===== src/rtl/andgate_pkg.sv =====
// Shared definitions for the AND-gate arbiter: width helpers and output-stage state encoding.
package andgate_pkg;

   typedef enum logic {
      EMPTY = 1'b0,
      FULL  = 1'b1
   } out_state_e;

   function automatic int clog2(input int n);
      int r;
      r = 0;
      for (int k = 0; k < 32; k++) begin
         if ((1 << r) < n) r++;
      end
      return r;
   endfunction

   // An index field is always at least one bit wide, even for a single requester.
   function automatic int id_w(input int n);
      return (clog2(n) < 1) ? 1 : clog2(n);
   endfunction

endpackage


===== src/rtl/andgate_rr_pick.sv =====
// Combinational round-robin picker: first set request at or after ptr, wrapping to index 0.
module andgate_rr_pick
   import andgate_pkg::*;
#(
   parameter int N   = 4,
   parameter int IDW = 2
) (
   input  logic [N-1:0]   req,
   input  logic [IDW-1:0] ptr,
   output logic [N-1:0]   grant,
   output logic [IDW-1:0] grant_idx,
   output logic           grant_any
);

   always_comb begin
      int idx;
      grant     = '0;
      grant_idx = '0;
      grant_any = 1'b0;
      for (int off = 0; off < N; off++) begin
         idx = int'(ptr) + off;
         if (idx >= N) idx = idx - N;
         if (!grant_any && req[idx]) begin
            grant_any      = 1'b1;
            grant[idx]     = 1'b1;
            grant_idx      = IDW'(idx);
         end
      end
   end

endmodule


===== src/rtl/andgate_arbiter.sv =====
// Round-robin arbiter feeding a shared a&b datapath into a one-entry output register.
// Optional grant counter enabled by defining ANDGATE_ARB_STATS_EN.
module andgate_arbiter
   import andgate_pkg::*;
#(
   parameter int  Port_Num = 4,
   parameter int  WIDTH    = 8,
   localparam int ID_W     = id_w(Port_Num)
) (
   input  logic                      clk,
   input  logic                      rst,
   input  logic [Port_Num-1:0]       req_valid,
   input  logic [Port_Num*WIDTH-1:0] req_a,
   input  logic [Port_Num*WIDTH-1:0] req_b,
   output logic [Port_Num-1:0]       req_ready,
   output logic                      out_valid,
   output logic [WIDTH-1:0]          out_data,
   output logic [ID_W-1:0]           out_id,
   input  logic                      out_ready
`ifdef ANDGATE_ARB_STATS_EN
   ,
   output logic [15:0]               grant_cnt
`endif
);

   out_state_e        state_q, state_d;
   logic [WIDTH-1:0]  data_q, data_d;
   logic [ID_W-1:0]   id_q, id_d;
   logic [ID_W-1:0]   ptr_q, ptr_d;

   logic [Port_Num-1:0] pick_grant;
   logic [ID_W-1:0]     pick_idx;
   logic                pick_any;
   logic                can_load;
   logic                grant;

   logic [WIDTH-1:0] a_arr [Port_Num];
   logic [WIDTH-1:0] b_arr [Port_Num];

   genvar gi;
   generate
      for (gi = 0; gi < Port_Num; gi++) begin : g_unpack
         assign a_arr[gi] = req_a[gi*WIDTH +: WIDTH];
         assign b_arr[gi] = req_b[gi*WIDTH +: WIDTH];
      end
   endgenerate

   andgate_rr_pick #(
      .N   (Port_Num),
      .IDW (ID_W)
   ) u_pick (
      .req       (req_valid),
      .ptr       (ptr_q),
      .grant     (pick_grant),
      .grant_idx (pick_idx),
      .grant_any (pick_any)
   );

   assign out_valid = (state_q == FULL);
   assign out_data  = data_q;
   assign out_id    = id_q;
   assign can_load  = !out_valid || out_ready;
   // Reset gates the grant so no transfer is acknowledged in the reset cycle.
   assign grant     = can_load && pick_any && !rst;
   assign req_ready = grant ? pick_grant : '0;

   always_comb begin
      state_d = state_q;
      data_d  = data_q;
      id_d    = id_q;
      ptr_d   = ptr_q;
      if (grant) begin
         ptr_d = (pick_idx == ID_W'(Port_Num - 1)) ? '0 : pick_idx + ID_W'(1);
      end
      case (state_q)
         EMPTY: begin
            if (grant) begin
               state_d = FULL;
               data_d  = a_arr[pick_idx] & b_arr[pick_idx];
               id_d    = pick_idx;
            end
         end
         FULL: begin
            if (out_ready) begin
               if (grant) begin
                  data_d = a_arr[pick_idx] & b_arr[pick_idx];
                  id_d   = pick_idx;
               end else begin
                  state_d = EMPTY;
               end
            end
         end
         default: state_d = EMPTY;
      endcase
   end

   always_ff @(posedge clk) begin
      if (rst) begin
         state_q <= EMPTY;
         data_q  <= '0;
         id_q    <= '0;
         ptr_q   <= '0;
      end else begin
         state_q <= state_d;
         data_q  <= data_d;
         id_q    <= id_d;
         ptr_q   <= ptr_d;
      end
   end

`ifdef ANDGATE_ARB_STATS_EN
   logic [15:0] grant_cnt_q;

   always_ff @(posedge clk) begin
      if (rst) begin
         grant_cnt_q <= '0;
      end else if (grant && (grant_cnt_q != 16'hFFFF)) begin
         grant_cnt_q <= grant_cnt_q + 16'd1;
      end
   end

   assign grant_cnt = grant_cnt_q;
`endif

endmodule


===== config.mk =====
export PLATFORM = sky130hd
export DESIGN_NAME = andgate_arbiter
export DESIGN_NICKNAME = d
export VERILOG_FILES = /design/src/rtl/andgate_pkg.sv /design/src/rtl/andgate_rr_pick.sv /design/src/rtl/andgate_arbiter.sv
export SDC_FILE = /design/constraint.sdc
export NUM_CORES = 1
export LEC_CHECK = 0
export ABC_AREA = 0
export CORE_ASPECT_RATIO = 0.7
export CORE_MARGIN = 2
export CORE_UTILIZATION = 47
export DETAILED_ROUTE_END_ITERATION = 12
export DONT_BUFFER_PORTS = 1
export GPL_TIMING_DRIVEN = 1
export PLACE_DENSITY = 0.72
export SYNTH_ARGS = -nofsm -noshare
export SYNTH_HDL_FRONTEND = slang
export SYNTH_SLANG_ARGS = --single-unit

===== constraint.sdc =====
create_clock -name clk -period 3.2 [get_ports clk]
set_clock_uncertainty 0.1 [all_clocks]
set_input_delay 0.8 -clock clk [delete_from_list [all_inputs] [get_ports clk]]
set_output_delay 0.8 -clock clk [all_outputs]
set_load 0.05 [all_outputs]

== Yosys cells after proc, flatten, opt, wreduce, memory -nomap -nowiden ==
Index checks and enable logic that the tools add are counted.
Word-level totals
  logic and storage cells: 101
  flip-flop bits (word level): 13
  output and inout port bits: 15
Cells by class
  magnitude comparators: 13
  add/subtract/negate cells: 8
  mux-type cells: 53
  equal/unequal tests: 2
  reductions and logical operators: 15
  bitwise operators: 6
Operators by type and width (count)
  $ge 32x1->1 const B: 4
  $lt 32x4->1 const B: 4
  $mux 32: 4
  $ge 32x4->1 const B: 3
  $sub 32x4->32 const B: 3
  $mux 8: 6
  $bmux 8 s2: 2
  $mux 4: 5
  $mux 1: 18
  $pmux 8 s2: 1
  $mux 2: 7
  $or 4x4->4: 3
  $logic_and 1x1->1: 9
  $and 8x8->8: 1
  $bmux 1 s2: 4
  $demux 1 s2: 4
  $add 2x2->3 const B: 2
  $logic_not 1->1: 5
  $pmux 2 s2: 1
  $sub 2x3->4 const B: 1
  $add 2x1->3 const B: 1
  $ge 2x3->1 const B: 1
  $ge 3x3->1 const B: 1
  $not 2->3: 1
  other kinds (6): 6

== Logic depth before layout (Yosys ltp) ==
Gate-level depths: netlist of the first run.
  depth in word-level cells: 23
  mapped depth: 13

== Cells and area by module ==
From an unflattened synthesis of the first run, not the netlist that was laid out.
Unflattened totals
  cells, all modules: 165
  area total of the unflattened synthesis: 1323.8 um2
Modules (own cells, without submodules)
  andgate_arbiter: seq. area each 260.2 um2, area an instance 863.3 um2, times used 1, cells an instance 117
  andgate_rr_pick: seq. area each 0.0 um2, area an instance 460.4 um2, times used 1, cells an instance 48

== Least setup slack after synthesis of the first run ==
OpenSTA, ideal clock, no wires.
  kind: register to output
  start: register ptr_q[0]
  end: output req_ready[0]
  required time: 2.300 ns
  data arrival time: 3.018 ns
  slack: -0.718 ns
  cell stages (with the launch flop): 13
  cell sequence: dfxtp_1 buf_6 buf_6 inv_1 clkbuf_1 ha_1 buf_4 or3b_1 a21o_1 a21oi_1 a41o_1 a221oi_1 nor2_1
Between the ends
  longest elaborated chain between the ends: 18
  elaborated cells on any way between the ends: 67
Ends and longest elaborated chain
  from (decl): RTL line andgate_arbiter.sv:29  | logic [ID_W-1:0] ptr_q, ptr_d;
  from (signal assigned): RTL line andgate_arbiter.sv:107  | ptr_q <= ptr_d;
  branches (longest 17 deep; another with $sub 32x4->32)
  $mux 4 *: RTL line andgate_arbiter.sv:65  | assign req_ready = grant ? pick_grant : '0;
  to (decl): RTL line andgate_arbiter.sv:15  | output logic [Port_Num-1:0] req_ready,
Mark *: on every way between the ends. The select of a mux whose other input is x is not followed.

== Worst setup path after layout of the first run ==
  start: register ptr_q[0]
  end: output req_ready[3]
The elaborated chain is that of the path after synthesis.

==> impl_summary.log, run 1 <==
[metrics] Num CTS Buffers: 3
[metrics] cell accounting for the most synthesized area: sky130_fd_sc_hd__dfxtp_1
[metrics] internal power consumption: roughly 0.64 mW
[metrics] final worst setup slack: -29.6 ps
[metrics] leading post-synthesis cells by instance count: 34 x sky130_fd_sc_hd__nand2_1, 26 x sky130_fd_sc_hd__nor2_1, 13 x sky130_fd_sc_hd__dfxtp_1, 12 x sky130_fd_sc_hd__mux2i_1, 10 x sky130_fd_sc_hd__nand3_1
[metrics] clock transition at the registers of the reported paths: 60 ps
[metrics] crit-path max cell delay: 610 ps
[metrics] Max Slew Vio Count: 0
[metrics] total number of vias: roughly 1,800
[metrics] Tmin final: around 3200 ps
[metrics] root buffer cell: sky130_fd_sc_hd__clkbuf_8
[metrics] clock group share of total power: a little under an eighth
[metrics] LEAKAGE: between 0.6 and 0.7 nW
[metrics] cell with the biggest individual delay on the critical path: sky130_fd_sc_hd__mux4_2
[metrics] largest net degree at the start of global routing: 19
[metrics] Routability Congestion: 0.843
[metrics] GRT overflow: 0
[metrics] initial core utilization: between 40% and 50%
[metrics] Cell Count Post-Placement: 241
[metrics] startpoint of the worst-slack reg-to-reg timing path: ptr_q[0]$_SDFFE_PP0P_
[metrics] unrepaired setup endpoints after global routing: true
[metrics] share of the yosys chip area belonging to registers: 16.5%
[metrics] die boundary width: 73.2 µm
[metrics] Final HPWL DP: 3630 µm
[metrics] netlist area before placement: approximately 1600 µm²
[metrics] Critical Path End Type: output port
[metrics] count of synthesis-stage warnings from yosys: 0
[metrics] maximum frequency from static timing analysis: 310 MHz
[metrics] Register-to-Register Setup Slack: between 100 and 150 ps
[metrics] R2R Path End: out_data[1]$_SDFFE_PP0P_
[metrics] end point of the worst hold path: ptr_q[1]$_SDFFE_PP0P_
[metrics] Filler cells: approximately 280
[metrics] final net count: 290
[metrics] gate count of the mapped netlist: approximately 210
[metrics] area share of the largest cell type after synthesis: approximately 17%
[metrics] final hold violation count: 0
[metrics] Stages on worst setup path: 9
[metrics] largest cells by area after synthesis: sky130_fd_sc_hd__dfxtp_1 17%, sky130_fd_sc_hd__nand2_1 8.1%, sky130_fd_sc_hd__mux2i_1 7.6%, sky130_fd_sc_hd__nor2_1 6.2%, sky130_fd_sc_hd__o32a_1 4.4%
[metrics] number of global-route vias before repair: around 1,700
[metrics] clock tree from TritonCTS: yes
[metrics] Final setup viols: 3
[metrics] # H-tree levels: 1
[metrics] clk buf depth: 2
[metrics] max_cap viols: 0
[metrics] top fanout value on the critical path: 6
[metrics] count of cells along the worst hold path: 1
[metrics] Hold Crit Start: rst
[metrics] detailed-route wire length per cell: roughly 20 µm
[metrics] Total Routed Length: ~5000 µm
[metrics] element type at the critical path start: flip-flop
[metrics] worst-case headroom to the max-slew limit: 34.6%
[metrics] worst hold slack after final layout: roughly 510 ps
[metrics] peak supply drop: 0.351 mV
[metrics] clock net sink count: 13
[metrics] critical path's top delay family: multiplexers
[metrics] Inserted Diodes: 0
[metrics] number of synthesized flops with an enable pin: 0
[metrics] required time of the critical path: about 2300 ps
[metrics] signed area change from the synthesized netlist to the final layout: 18.2%
[metrics] standard-cell row count: 17
[metrics] combinational share of power: 63.6%
[metrics] net switching power: ~0.66 mW
[metrics] CORE AREA: 3170 µm²
[metrics] share of the cycle needed by the critical path after routing: 101%
[metrics] Syn Area/Cell: roughly 7.5 µm²
[metrics] I/O pins: 86
[metrics] Crit Path Class: reg2out
[metrics] die boundary height: about 52 µm
[metrics] Hold Buf Count CTS: 0
[metrics] number of standard cells in the layout, taps in and fillers out: between 200 and 300
[metrics] power density relative to cell area: 698 nW/µm²
[metrics] initial antenna violation count: 0
[metrics] placed standard-cell area: around 1800 µm²
[metrics] most repeated cell in the gate-level netlist after synthesis: sky130_fd_sc_hd__nand2_1
[metrics] final core utilization: just under 60%
[metrics] Detail Route Antenna Nets: 0
[metrics] power share of the sequential group: between 20% and 30%
[metrics] result of the run: complete, but fails checks
[metrics] net switching share of the total power: roughly half
[metrics] clock latency of the later-clocked register in the worst-skew pair: between 200 and 300 ps
[metrics] Residual DRC: 0
[metrics] post-synthesis register bit count: 13
[metrics] post-layout instance area: approximately 1900 µm²
[metrics] ratio of cells with drive above 1 in the final layout: roughly 26%
[metrics] IO Port Bufs: 0
[metrics] failing checks: negative setup slack
[metrics] number of buffers and inverters on the critical path: 2
[metrics] worst hold path class: in2reg
[metrics] mean number of vias per cell: 7.11
[metrics] GRT Resource Usage Total: 25.8%
[metrics] post-placement setup slack: 94.8 ps
[metrics] depth of the worst register-to-register path: 9
[metrics] number of iterations in the first detailed-routing pass: 5
[metrics] global-route wire length before repair: 7820 µm
[metrics] flip-flop cell with the highest count after synthesis: sky130_fd_sc_hd__dfxtp_1
[metrics] Data arrival, critical path: between 2000 and 2500 ps
[metrics] Post-synth ARST share: 0%
[metrics] number of distinct library cells after synthesis: 46
[metrics] critical path cell sequence: inv_4 > ha_4 > mux4_2 > nor2b_4 > a22oi_2 > nor2_2 > a221oi_2 > nor2_4 > buf_12
[metrics] syn nets: 286
[metrics] actual transition at the worst max-transition pin: 980 ps
[metrics] Die Area: between 3000 and 4000 µm²
[metrics] drt initial violations: roughly 230
## routing by layer
layer / up-vias / part of all wire [%] / GRT usage (%)
met2: 116 / 46 / 43.1
met4: 0 / 1.4 / 3.40
met3: 15 / 9.1 / 6.15
li1: 823 / - / -
met1: 838 / 43 / 34.6
met5: - / 0 / 0
## final cells by class
type                            count  area (µm²)  share of cell area [%]
Clock buffer                        3        41.3                    2.22
Clock inverter                      1        5.00                   0.269
Inverter                            2        10.0                   0.538
Multi-Input combinational cell    177        1310                    70.4
Sequential cell                    13         263                    14.1
Tap cell                           38        47.5                    2.55
Timing Repair Buffer               18         185                    9.95
## through the flow
stage	power [mW]	TNS [ps]
after floorplan	0.952	-833
after global placement	1.05	0
after detailed placement	1.08	0
after CTS	1.26	0
after global routing	1.37	-273
final	1.30	-40.6
## registers in the layout, summed over array words and instances (netlist names)
register	flops
out_data	8
out_id	2
ptr_q	2
out_valid	1
## power by group through the flow
stage	registers, mW	logic [mW]	clock network (mW)
floorplan	0.315	0.637	0
global placement	0.321	0.732	0
detailed placement	0.323	0.754	0
CTS	0.321	0.782	0.156
global route	0.325	0.876	0.164
finish	0.322	0.826	0.152
## how the worst max path moves through the flow
stage,to,from,slack [ps]
after global placement,req_ready[0],req_valid[0],140
final,req_ready[3],ptr_q[0]$_SDFFE_PP0P_,-30
after floorplan,req_ready[1],ptr_q[0]$_SDFFE_PP0P_,-210
after detailed placement,req_ready[3],req_valid[0],90
after global routing,req_ready[3],ptr_q[0]$_SDFFE_PP0P_,-90
after CTS,req_ready[2],ptr_q[1]$_SDFFE_PP0P_,3
## cell families (layout without fill, tap and decap cells)
| logic type | after synthesis | in the layout | share of synthesized area [%] |
|---|---|---|---|
| AOI/OAI and AO/OA | 55 | 55 | 29.5 |
| adders and majority gates | 4 | 4 | 3.18 |
| buffers and inverters | 21 | 24 | 6.99 |
| DFF | 13 | 13 | 16.5 |
| muxes | 17 | 17 | 13.3 |
| and+or+nand+nor | 101 | 101 | 30.4 |
## cells in the final DEF (no fill, tap or decap), types with 2 or more instances in the layout
master,n
sky130_fd_sc_hd__a21oi_1,7
sky130_fd_sc_hd__a21oi_2,2
sky130_fd_sc_hd__a221oi_2,4
sky130_fd_sc_hd__a22oi_2,4
sky130_fd_sc_hd__a311oi_1,7
sky130_fd_sc_hd__a31oi_1,2
sky130_fd_sc_hd__and2_1,2
sky130_fd_sc_hd__buf_12,4
sky130_fd_sc_hd__buf_4,14
sky130_fd_sc_hd__clkbuf_8,3
sky130_fd_sc_hd__dfxtp_1,11
sky130_fd_sc_hd__dfxtp_2,2
sky130_fd_sc_hd__ha_1,3
sky130_fd_sc_hd__mux2_2,2
sky130_fd_sc_hd__mux2i_1,12
sky130_fd_sc_hd__mux4_2,3
sky130_fd_sc_hd__nand2_1,34
sky130_fd_sc_hd__nand2b_1,3
sky130_fd_sc_hd__nand3_1,10
sky130_fd_sc_hd__nand4_1,8
sky130_fd_sc_hd__nor2_1,19
sky130_fd_sc_hd__nor2_2,3
sky130_fd_sc_hd__nor2_4,4
sky130_fd_sc_hd__nor2b_1,3
sky130_fd_sc_hd__nor4_1,8
sky130_fd_sc_hd__o221ai_1,7
sky130_fd_sc_hd__o22ai_1,2
sky130_fd_sc_hd__o32a_1,7
## what timing repair did
| action | CTS | global route |
|---|---|---|
| endpoints found under the setup margin | 4 | 5 |
| setup buffers | 4 | 3 |
| pin swaps | 9 | 1 |
| gates resized for setup | 3 | 3 |
(Power assumes the default switching activity.)
==> run 2: changes to the inputs <==
--- a/config.mk
+++ b/config.mk
@@ -8,11 +8,11 @@
 export ABC_AREA = 0
 export CORE_ASPECT_RATIO = 0.7
 export CORE_MARGIN = 2
-export CORE_UTILIZATION = 47
+export CORE_UTILIZATION = 30
 export DETAILED_ROUTE_END_ITERATION = 12
 export DONT_BUFFER_PORTS = 1
 export GPL_TIMING_DRIVEN = 1
-export PLACE_DENSITY = 0.72
+export PLACE_DENSITY = 0.53
 export SYNTH_ARGS = -nofsm -noshare
 export SYNTH_HDL_FRONTEND = slang
 export SYNTH_SLANG_ARGS = --single-unit
==> run 2 against run 1 <==
Net effect:
- sequential share of layout area shrank 0.21 points
- first-iteration DRC count shrank 52%
- hold slack gained 4.5 ps
- global-route usage fell by 8.0 points
- final cell count up 13%
- critical path depth did not move
- clock power barely moved
- the run now ends clean
- total power is 1.4% lower
- routed wire length increased by 4.5%
- setup slack gained 48 ps
- critical path type unchanged
- sequential cell count unchanged
- die area up 53%
==> impl_summary.log, run 2 (synthesis results as in run 1) <==
[metrics] initial core utilization: 30.6% (-19 points)
[metrics] # H-tree levels: 1 (unchanged)
[metrics] clock transition at the registers of the reported paths: 60 ps (about the same)
[metrics] unrepaired setup endpoints after global routing: true
[metrics] power density relative to cell area: 678 nW/µm² (-2.9%)
[metrics] GRT Resource Usage Total: 17.8% (-8.0 points)
[metrics] final core utilization: 36.7% (-22 points)
[metrics] top fanout value on the critical path: 6 (unchanged)
[metrics] Critical Path End Type: output port
[metrics] Inserted Diodes: 0 (unchanged)
[metrics] final net count: 289 (-0.34%)
[metrics] clock tree from TritonCTS: yes
[metrics] die boundary height: 64.6 µm (+23%)
[metrics] actual transition at the worst max-transition pin: 1040 ps (+56.5 ps)
[metrics] clock latency of the later-clocked register in the worst-skew pair: 240 ps (about the same)
[metrics] clock net sink count: 13 (unchanged)
[metrics] element type at the critical path start: flip-flop
[metrics] signed area change from the synthesized netlist to the final layout: 19.9%
[metrics] share of the cycle needed by the critical path after routing: 99.4% (-1.5 points)
[metrics] Max Slew Vio Count: 0 (unchanged)
[metrics] depth of the worst register-to-register path: 8 (-1)
[metrics] Hold Crit Start: rst
[metrics] Register-to-Register Setup Slack: 300 ps (+180 ps)
[metrics] die boundary width: 90.6 µm (+24%)
[metrics] global-route wire length before repair: 8190 µm (+4.8%)
[metrics] highest-count cells in the layout ignoring fill and taps: 34 x sky130_fd_sc_hd__nand2_1, 21 x sky130_fd_sc_hd__nor2_1, 13 x sky130_fd_sc_hd__buf_4, 12 x sky130_fd_sc_hd__mux2i_1, 11 x sky130_fd_sc_hd__dfxtp_1
[metrics] mean number of vias per cell: 5.99 (-16%)
[metrics] detailed-route wire length per cell: 18.5 µm (-7.6%)
[metrics] largest net degree at the start of global routing: 19 (unchanged)
[metrics] end point of the worst hold path: out_data[2]$_SDFFE_PP0P_
[metrics] placed standard-cell area: 1830 µm² (+4.1%)
[metrics] maximum frequency from static timing analysis: 314 MHz (+1.5%)
[metrics] I/O pins: 86 (unchanged)
[metrics] number of iterations in the first detailed-routing pass: 4 (-1)
[metrics] R2R Path End: out_data[2]$_SDFFE_PP0P_
[metrics] final hold violation count: 0 (unchanged)
[metrics] max_cap viols: 0 (unchanged)
[metrics] LEAKAGE: 0.615 nW (-0.85%)
[metrics] CORE AREA: 5150 µm² (+62%)
[metrics] worst hold path class: in2reg
[metrics] Total Routed Length: 5260 µm (+4.5%)
[metrics] leading cell type in the layout, fill and taps excluded: sky130_fd_sc_hd__nand2_1
[metrics] Routability Congestion: 0.802 (-4.8%)
[metrics] Crit Path Class: reg2out
[metrics] drt initial violations: 109 (-52%)
[metrics] root buffer cell: sky130_fd_sc_hd__clkbuf_8
[metrics] Data arrival, critical path: 2280 ps (-50 ps)
[metrics] total number of vias: 1,706 (-4.8%)
[metrics] GRT overflow: 0 (unchanged)
[metrics] Final HPWL DP: 3730 µm (+2.7%)
[metrics] peak supply drop: 0.285 mV (-19%)
[metrics] required time of the critical path: 2300 ps (about the same)
[metrics] Num CTS Buffers: 3 (unchanged)
[metrics] number of global-route vias before repair: 1,554 (-8.3%)
[metrics] flip-flop count of the largest register, all copies and words added: 8 (unchanged)
[metrics] ratio of cells with drive above 1 in the final layout: 23.5% (-2.2 points)
[metrics] count of cells along the worst hold path: 1 (unchanged)
[metrics] post-layout instance area: 1890 µm² (+1.5%)
[metrics] Residual DRC: 0 (unchanged)
[metrics] Die Area: 5860 µm² (+53%)
[metrics] initial antenna violation count: 0 (unchanged)
[metrics] IO Port Bufs: 0 (unchanged)
[metrics] startpoint of the worst-slack reg-to-reg timing path: ptr_q[0]$_SDFFE_PP0P_
[metrics] Hold Buf Count CTS: 0 (unchanged)
[metrics] result of the run: finished clean
[metrics] Tmin final: 3180 ps (-48.1 ps)
[metrics] standard-cell row count: 22 (+5)
[metrics] worst-case headroom to the max-slew limit: 30.9% (-3.8 points)
[metrics] clk buf depth: 2 (unchanged)
[metrics] Detail Route Antenna Nets: 0 (unchanged)
[metrics] Final setup viols: 0 (-3)
[run 2: power breakdown]
| part | switching, mW | internal [mW] |
|---|---|---|
| Sequential | 0.124 | 0.197 |
| Combinational | 0.465 | 0.339 |
| Clock | 0.0668 | 0.0882 |
| Total | 0.656 | 0.625 |
[run 2: metrics by stage]
stage	setup slack (ps)	setup TNS, ps	total power [mW]	cells	hold slack [ps]
6_report	18.5	0	1.28	285	514
3_5_place_dp	142	0	1.12	279	586
3_3_place_gp	131	0	1.11	279	579
4_1_cts	13.6	0	1.28	284	513
5_1_grt	-90.4	-325	1.37	285	502
2_1_floorplan	-209	-833	0.952	211	581
[run 2: cell type report]
type	instances	area, µm²
repair buffers	17	178
clock buffers	4	45.0
well taps	72	90.1
inverters	2	10.0
flip-flops and latches	13	263
fillers	553	3260
multi-input cells	177	1300
[run 2: how the worst max path moves through the flow]
stage,startpoint,endpoint,cells past startpoint
6_report,ptr_q[0]$_SDFFE_PP0P_,req_ready[1],9
3_3_place_gp,req_valid[2],req_ready[0],7
3_5_place_dp,req_valid[2],req_ready[3],7
2_1_floorplan,ptr_q[0]$_SDFFE_PP0P_,req_ready[1],12
4_1_cts,ptr_q[1]$_SDFFE_PP0P_,req_ready[2],9
5_1_grt,ptr_q[0]$_SDFFE_PP0P_,req_ready[2],9
[run 2: repair_timing]
item / in CTS / in global routing
setup endpoints to repair: 4 / 4
pin swaps: 9 / 3
endpoints found under the hold margin: 0 / 0
cloned: 0 / 0
buffers inserted: 1 / 1
gates resized for setup: 1 / 2
[run 2: worst max-delay path, stage by stage, from the launching register on]
cell                       delay [ps]
sky130_fd_sc_hd__dfxtp_2          350
sky130_fd_sc_hd__inv_4             40
sky130_fd_sc_hd__ha_4             270
sky130_fd_sc_hd__mux4_2           610
sky130_fd_sc_hd__nor2b_4          230
sky130_fd_sc_hd__a22oi_2           70
sky130_fd_sc_hd__nor2_1           140
sky130_fd_sc_hd__a221oi_2          60
sky130_fd_sc_hd__nor2_4           120
sky130_fd_sc_hd__buf_12           140
[run 2: routing by layer]
layer,global-route usage [%],vias to the layer above,share of wire [%]
met5,0,-,0
met4,1.92,0,0.23
met3,4.30,2,6.9
met2,28.1,66,44
met1,25.4,815,48
li1,-,823,-
